**config.mk**
```make
export PLATFORM = sky130hd
export DESIGN_NAME = display_timings_480p
export DESIGN_NICKNAME = d
export VERILOG_FILES = /design/src/rtl/display_pkg.sv /design/src/rtl/display_timings_480p_lock_settle.sv /design/src/rtl/display_timings_480p.sv
export SDC_FILE = /design/constraint.sdc
export NUM_CORES = 1
export LEC_CHECK = 0
export CAP_MARGIN = 20
export CORE_ASPECT_RATIO = 0.7
export CORE_MARGIN = 3
export CORE_UTILIZATION = 60
export DETAILED_ROUTE_END_ITERATION = 16
export DONT_BUFFER_PORTS = 1
export GPL_ROUTABILITY_DRIVEN = 0
export GPL_TIMING_DRIVEN = 0
export PLACE_DENSITY_LB_ADDON = 0.2
export SLEW_MARGIN = 10
export SYNTH_ARGS = -nofsm -noshare
export SYNTH_HDL_FRONTEND = slang
export SYNTH_HIERARCHICAL = 1
export SYNTH_SLANG_ARGS = --single-unit
```
**constraint.sdc**
```tcl
create_clock -name clk_pix -period 6.1 [get_ports clk_pix]
set_input_delay 0.915 -clock clk_pix [delete_from_list [all_inputs] [get_ports clk_pix]]
set_output_delay 0.915 -clock clk_pix [all_outputs]
set_load 0.1 [all_outputs]
```
**src/rtl/display_pkg.sv**
```systemverilog
// display_pkg: shared definitions for the 640x480 raster timing block.
//   state_t       - lock/settle/run state encoding
//   DEF_*         - default 640x480 @ 60 Hz timing values
//   timing_total  - sum of active, front porch, sync and back porch
package display_pkg;

  typedef enum logic [1:0] {
    S_IDLE,
    S_SETTLE,
    S_RUN
  } state_t;

  localparam int DEF_H_RES  = 640;
  localparam int DEF_H_FP   = 16;
  localparam int DEF_H_SYNC = 96;
  localparam int DEF_H_BP   = 48;

  localparam int DEF_V_RES  = 480;
  localparam int DEF_V_FP   = 10;
  localparam int DEF_V_SYNC = 2;
  localparam int DEF_V_BP   = 33;

  function automatic int timing_total(input int res, input int fp,
                                      input int sync, input int bp);
    return res + fp + sync + bp;
  endfunction

endpackage

```
**src/rtl/display_timings_480p_lock_settle.sv**
```systemverilog
// lock_settle: waits for the pixel PLL to stay locked for SETTLE_CYCLES
// consecutive cycles before allowing the raster to run.
//   clk      in  - pixel clock
//   rst      in  - asynchronous active-high reset
//   locked   in  - PLL lock, already synchronised to clk
//   running  out - registered, high while in S_RUN
//   run_next out - combinational next value of running; lets the raster
//                  registers change on the same edge as the state
module lock_settle
  import display_pkg::*;
#(
  parameter int SETTLE_CYCLES = 16
) (
  input  logic clk,
  input  logic rst,
  input  logic locked,
  output logic running,
  output logic run_next
);

  localparam int CW = $clog2(SETTLE_CYCLES + 1);

  state_t        state;
  state_t        state_next;
  logic [CW-1:0] cnt;
  logic [CW-1:0] cnt_next;

  always_ff @(posedge clk or posedge rst) begin
    if (rst) begin
      state   <= S_IDLE;
      cnt     <= '0;
      running <= 1'b0;
    end else begin
      state   <= state_next;
      cnt     <= cnt_next;
      running <= run_next;
    end
  end

  // cnt holds the number of locked cycles seen while in S_SETTLE; the
  // transition to S_RUN happens on the cycle after it reaches the target.
  always_comb begin
    state_next = state;
    cnt_next   = cnt;
    case (state)
      S_IDLE: begin
        cnt_next = '0;
        if (locked) state_next = S_SETTLE;
      end
      S_SETTLE: begin
        if (!locked) begin
          state_next = S_IDLE;
          cnt_next   = '0;
        end else if (cnt == CW'(SETTLE_CYCLES)) begin
          state_next = S_RUN;
          cnt_next   = '0;
        end else begin
          cnt_next = cnt + CW'(1);
        end
      end
      S_RUN: begin
        cnt_next = '0;
        if (!locked) state_next = S_IDLE;
      end
      default: begin
        state_next = S_IDLE;
        cnt_next   = '0;
      end
    endcase
  end

  assign run_next = (state_next == S_RUN);

endmodule

```
**src/rtl/display_timings_480p.sv**
```systemverilog
// display_timings_480p: 640x480 @ 60 Hz raster timing in the pixel clock domain.
//   clk_pix         in  - pixel clock
//   rst             in  - asynchronous active-high reset
//   clk_pix_locked  in  - PLL lock, synchronised to clk_pix
//   running         out - raster active
//   sx, sy          out - screen position (CORDW bits)
//   hsync, vsync    out - sync pulses, asserted level H_POL / V_POL
//   de              out - data enable inside the active area
//   line            out - strobe at sx == 0
//   frame           out - strobe at start of vertical blanking (0, V_RES)
//   frame_cnt       out - completed frame count (FCW bits, wraps)
// All outputs are registered; decodes use the next counter values so each
// strobe lines up with the position it describes.
module display_timings_480p
  import display_pkg::*;
#(
  parameter int   CORDW  = 10,
  parameter int   H_RES  = DEF_H_RES,
  parameter int   H_FP   = DEF_H_FP,
  parameter int   H_SYNC = DEF_H_SYNC,
  parameter int   H_BP   = DEF_H_BP,
  parameter int   V_RES  = DEF_V_RES,
  parameter int   V_FP   = DEF_V_FP,
  parameter int   V_SYNC = DEF_V_SYNC,
  parameter int   V_BP   = DEF_V_BP,
  parameter logic H_POL  = 1'b0,
  parameter logic V_POL  = 1'b0,
  parameter int   SETTLE = 16,
  parameter int   FCW    = 16
) (
  input  logic             clk_pix,
  input  logic             rst,
  input  logic             clk_pix_locked,
  output logic             running,
  output logic [CORDW-1:0] sx,
  output logic [CORDW-1:0] sy,
  output logic             hsync,
  output logic             vsync,
  output logic             de,
  output logic             line,
  output logic             frame,
  output logic [FCW-1:0]   frame_cnt
);

  localparam int H_TOTAL = timing_total(H_RES, H_FP, H_SYNC, H_BP);
  localparam int V_TOTAL = timing_total(V_RES, V_FP, V_SYNC, V_BP);
  localparam int HS_BEG  = H_RES + H_FP;
  localparam int HS_END  = HS_BEG + H_SYNC;
  localparam int VS_BEG  = V_RES + V_FP;
  localparam int VS_END  = VS_BEG + V_SYNC;

  if (H_TOTAL >= (1 << CORDW) || V_TOTAL >= (1 << CORDW)) begin : g_bad_totals
    $error("display_timings_480p: totals do not fit in CORDW bits");
  end
  if (SETTLE < 1) begin : g_bad_settle
    $error("display_timings_480p: SETTLE must be at least 1");
  end

  logic run_next;

  lock_settle #(
    .SETTLE_CYCLES(SETTLE)
  ) u_lock_settle (
    .clk     (clk_pix),
    .rst     (rst),
    .locked  (clk_pix_locked),
    .running (running),
    .run_next(run_next)
  );

  logic [CORDW-1:0] sx_n;
  logic [CORDW-1:0] sy_n;
  logic             de_n;
  logic             hsync_n;
  logic             vsync_n;
  logic             line_n;
  logic             frame_n;

  always_comb begin
    sx_n = sx;
    sy_n = sy;
    if (!run_next || !running) begin
      // outside RUN, and on the first RUN cycle, the raster sits at (0,0)
      sx_n = '0;
      sy_n = '0;
    end else if (sx == CORDW'(H_TOTAL - 1)) begin
      sx_n = '0;
      sy_n = (sy == CORDW'(V_TOTAL - 1)) ? '0 : sy + CORDW'(1);
    end else begin
      sx_n = sx + CORDW'(1);
    end

    de_n    = run_next && (sx_n < CORDW'(H_RES)) && (sy_n < CORDW'(V_RES));
    hsync_n = (run_next && sx_n >= CORDW'(HS_BEG) && sx_n < CORDW'(HS_END))
              ? H_POL : ~H_POL;
    vsync_n = (run_next && sy_n >= CORDW'(VS_BEG) && sy_n < CORDW'(VS_END))
              ? V_POL : ~V_POL;
    line_n  = run_next && (sx_n == '0);
    frame_n = run_next && (sx_n == '0) && (sy_n == CORDW'(V_RES));
  end

  always_ff @(posedge clk_pix or posedge rst) begin
    if (rst) begin
      sx        <= '0;
      sy        <= '0;
      de        <= 1'b0;
      hsync     <= ~H_POL;
      vsync     <= ~V_POL;
      line      <= 1'b0;
      frame     <= 1'b0;
      frame_cnt <= '0;
    end else begin
      sx    <= sx_n;
      sy    <= sy_n;
      de    <= de_n;
      hsync <= hsync_n;
      vsync <= vsync_n;
      line  <= line_n;
      frame <= frame_n;
      if (frame_n) frame_cnt <= frame_cnt + FCW'(1);
    end
  end

endmodule
```
==> results <==
- The run finished with clean final reports.
- The area of the core is between 4000 and 5000 um^2.
- The cell family contributing the most delay on the critical path is simple AND/OR/NAND/NOR gates.
- STA puts the critical path data required time at 6.27 ns.
- The share of the synthesized netlist area taken by xor and xnor gates is 0.108.
- The final core utilization is 0.709.
- The number of nets handed over by synthesis was approximately 310.
- In the post-synthesis netlist, the biggest area contributors are sky130_fd_sc_hd__dfrtp_1, sky130_fd_sc_hd__xor2_1, sky130_fd_sc_hd__nor2_1.
- Based on the critical path, the design can be clocked at up to between 0.2 and 0.25 GHz.
- From left edge to right edge, the die measures roughly 87 um.
- Clock-pin slew was measured on the worst setup and hold paths at roughly 0.08 ns.
- The share of total power in combinational logic is 0.019.
- In the global route stage, overall resource usage came out at 0.235.
- The number of nets with antenna violations after detailed routing is 0.
- The tool flagged a number of max-cap violations equal to 0.
- No sink is reached through more buffers than the 2 on the longest clock path.
- On the critical path, the stage with the largest delay is an instance of sky130_fd_sc_hd__dfrtp_1.
- The arrival time reported for the critical path endpoint is 4.56 ns.
- The internal power summed over all cells is ~450 uW.
- The portion of netlist area occupied by mux cells is 0.0191.
- The share of synthesized area in the top cell type comes to 0.427.
- Of the total power, the share spent switching nets is 0.207.
- Detailed placement ended at an HPWL of between 4 and 5 mm.
- The placed instances occupy a cell area of around 2800 um^2.
- The routed layout has 2145 vias.
- VDD sags by at most 0.000145 V.
- After synthesis, the largest family of logic cells by area is simple AND/OR/NAND/NOR gates.
- During I/O placement, the number of pins put on the boundary was 45.
- Setup violations remaining at the end of the flow were counted as 0.
- STA classifies the critical path endpoint as a register.
- CTS placed an instance of sky130_fd_sc_hd__clkbuf_8 at the clock tree root.
- Of the synthesized area, sequential elements account for 0.446.
- The die is between 60 and 70 um tall.
- After detailed routing, the number of remaining DRC violations is 0.
- The average instance in the mapped netlist occupies a little over 9 um^2.
- Global routing finished with a remaining overflow of 0.
- After the first detailed-routing iteration, the DRC count stood at 161.
- Walking the worst path, the cells encountered are ha_1 > buf_2 > and4_1 > buf_4 > nand3_4 > or4_1 > xnor2_1 > nand2b_1 > or4_1 > buf_2 > or4_4 > xnor2_2.
- The final antenna diode count is 0.
- Yosys mapped a number of flops with a built-in enable equal to 0.
- In this run the tightest slew margin relative to its limit is 0.265.
- Total power for the finished layout comes to 570 uW.
- Setup repair after global routing left no endpoint under its margin.
- The number of clock buffers inserted by TritonCTS is 5.
- The clock latency reported for the late side of the worst-skew pair is between 0.3 and 0.4 ns.
- For the pin with the worst max-slew slack, the measured transition is around 1.1 ns.
- TritonCTS built the clock tree.
- The number of global-route vias before repair is between 2000 and 2500.
- The number of instances in the synthesized netlist is 296.
- The fraction of the mapped netlist area in compound gates was 0.0741.
- For this run, the detailed router's first-pass iteration total came to 4.
- The H-tree was split into 2 levels.
- The final-layout worst hold slack is around 0.43 ns.
- The area enclosed by the die boundary is around 5400 um^2.
- Dividing the detail-routed via count by the number of cells gives 6.01.
- The clock network power share is 0.408.
- The average wire per standard cell is approximately 17 um.
- The critical path in this run is classified as reg -> reg.
- The number of gates resized after CTS was 0.
- The share of flip-flops with an asynchronous set or reset after synthesis is 1.00.
- For this run, the slowest stage of the critical path takes about 1.0 ns.
- The path category of the worst min-delay check is in -> async.
- Of the cells placed in the final design, the portion with a size suffix greater than 1 is 0.0984.
- Counting every sink on the clock net gives slightly below 50.
- The clock period minus worst slack is about 4.4 ns.
- The hold violation count in the final report came to 0.
- The net count reported at finish is between 300 and 400.
- Of the total synthesized cell area, the portion taken by AND, OR, NAND and NOR gates is 0.284.
- During placement, the flow inserted port buffers numbering 0.
- Among all flip-flop cells after synthesis, the most frequent one is sky130_fd_sc_hd__dfrtp_1.
- The total negative slack for setup checks is 0 ns.
- The max-slew violation count is 0.
- The total non-filler cell area in the finished layout is 2950 um^2.
- The synthesis-stage register bit count is approximately 50.
- The power density of the placed cells is 193 nW/um^2.
- The first global-routing pass estimated 10.3 mm of wire.
- The analysis attributes to cell leakage a power of ~1.3 nW.
- Counting both buffers and inverters, the worst setup path holds a total of 3.
- The initial antenna violation count is 0.
- The synthesized netlist contains between 50 and 60 unique library cells.
- The floorplan row count is 19.
- The initial cell density of the core is 0.662.
- The area growth from synthesis to layout is 7.14%.
- The final setup skew is between 0.007 and 0.008 ns.
- The fraction of the cycle the final worst path needs is 0.721.
- The nature of the critical path startpoint is a register.
- The sequential power share is 0.573.
- For this run, the number of Yosys warnings is 6.
- For this design the total switching power over the nets is roughly 120 uW.
- The synthesized netlist occupies a cell area of 2750 um^2.
- Entering global routing, the biggest net connects 28 pins.
- The post-detailed-routing wire length is between 6 and 7 mm.
- For this design, the CTS-stage hold fixing added 0 buffers.
- The area share of fa/ha/maj cells after synthesis is 0.0273.
- The post-CTS setup repair buffer count is 0.
- The largest fanout on the critical path is 8.
- The synthesized design spends more area on one cell type than any other, namely sky130_fd_sc_hd__dfrtp_1.
[layout make-up]
class                      instances  area (um^2)
clock inverter                     2         38.8
clock buffer                       6         72.6
inverter                          10         37.5
fill                             292         1210
tap                               52         65.1
buffer                            15         76.3
sequential                        49         1230
timing repair buffer               1         20.0
multi-input combinational        222         1410
[placed cells by master (no fill, tap or decap), drive strengths merged, types with 3 or more instances in the layout]
cell type / instances
xor2: 21
nand4: 10
nand2: 28
nor2b: 5
or3: 3
nand3: 17
nor3: 15
and3: 10
nor4: 5
mux2i: 3
dfrtp: 47
clkbuf: 11
xnor2: 12
buf: 11
or4: 3
ha: 6
nor2: 37
and4: 3
a21oi: 9
o21ai: 10
inv: 10
[stage by stage]
step / setup WS, ns / std cells
after floorplan: 2.02 / 296
after global placement: 1.80 / 348
after detailed placement: 1.76 / 349
after CTS: 1.72 / 357
after global routing: 1.54 / 357
final: 1.70 / 357
[layer usage]
metal  vias up  track usage  wire, um
li1       1053            -         -
met1      1018        0.344      2880
met2        62        0.331      2620
met3        12       0.0672       409
met4         0       0.0817       109
met5         -            0         0
[Yosys cell counts, types with 5 or more instances]
| library cell | instances |
|---|---|
| sky130_fd_sc_hd__nor2_1 | 36 |
| sky130_fd_sc_hd__xor2_1 | 21 |
| sky130_fd_sc_hd__ha_1 | 6 |
| sky130_fd_sc_hd__dfrtp_1 | 47 |
| sky130_fd_sc_hd__xnor2_1 | 11 |
| sky130_fd_sc_hd__inv_1 | 10 |
| sky130_fd_sc_hd__buf_2 | 7 |
| sky130_fd_sc_hd__nor3_1 | 14 |
| sky130_fd_sc_hd__nand2_1 | 28 |
| sky130_fd_sc_hd__nand4_1 | 9 |
| sky130_fd_sc_hd__a21oi_1 | 9 |
| sky130_fd_sc_hd__o21ai_0 | 10 |
| sky130_fd_sc_hd__nor4_1 | 5 |
| sky130_fd_sc_hd__and3_1 | 10 |
| sky130_fd_sc_hd__clkbuf_1 | 5 |
| sky130_fd_sc_hd__nand3_1 | 16 |
| sky130_fd_sc_hd__nor2b_1 | 5 |
[final timing paths]
kind,start,slack [ns],cells past startpoint,end
setup / recovery,sx[1],1.70,12,frame_cnt[11]
hold / removal,rst,0.43,1,u_lock_settle/state[1]
setup reg to reg,sx[1],1.70,12,frame_cnt[11]
hold reg to reg,u_lock_settle/state[0],0.47,1,u_lock_settle/state[0]
max in group asynchronous,rst,5.14,2,vsync
min in group clk_pix,u_lock_settle/state[0],0.47,1,u_lock_settle/state[0]
[kinds of logic after synthesis]
logic type,Yosys count
xor gates and xnor gates,33
muxes,5
AOI/OAI and AO/OA,32
adders and majority gates,6
DFF,49
and+or+nand+nor,146
buffers and inverters,25
[power groups by stage]
| stage | Combinational, mW | Clock, mW | Sequential, mW |
|---|---|---|---|
| floorplan | 0.00744 | 0 | 0.333 |
| global placement | 0.00959 | 0 | 0.333 |
| detailed placement | 0.0117 | 0 | 0.333 |
| CTS | 0.0116 | 0.238 | 0.326 |
| global route | 0.0130 | 0.251 | 0.327 |
| finish | 0.0110 | 0.232 | 0.326 |
[registers in the layout, indices dropped and copies added (netlist names)]
signal	flops
sx	10
frame	1
de	1
line	1
u_lock_settle/state	2
sy	10
u_lock_settle/running	1
u_lock_settle/cnt	5
frame_cnt	16
vsync	1
hsync	1
No activity file was read; power rests on OpenSTA's default activity.
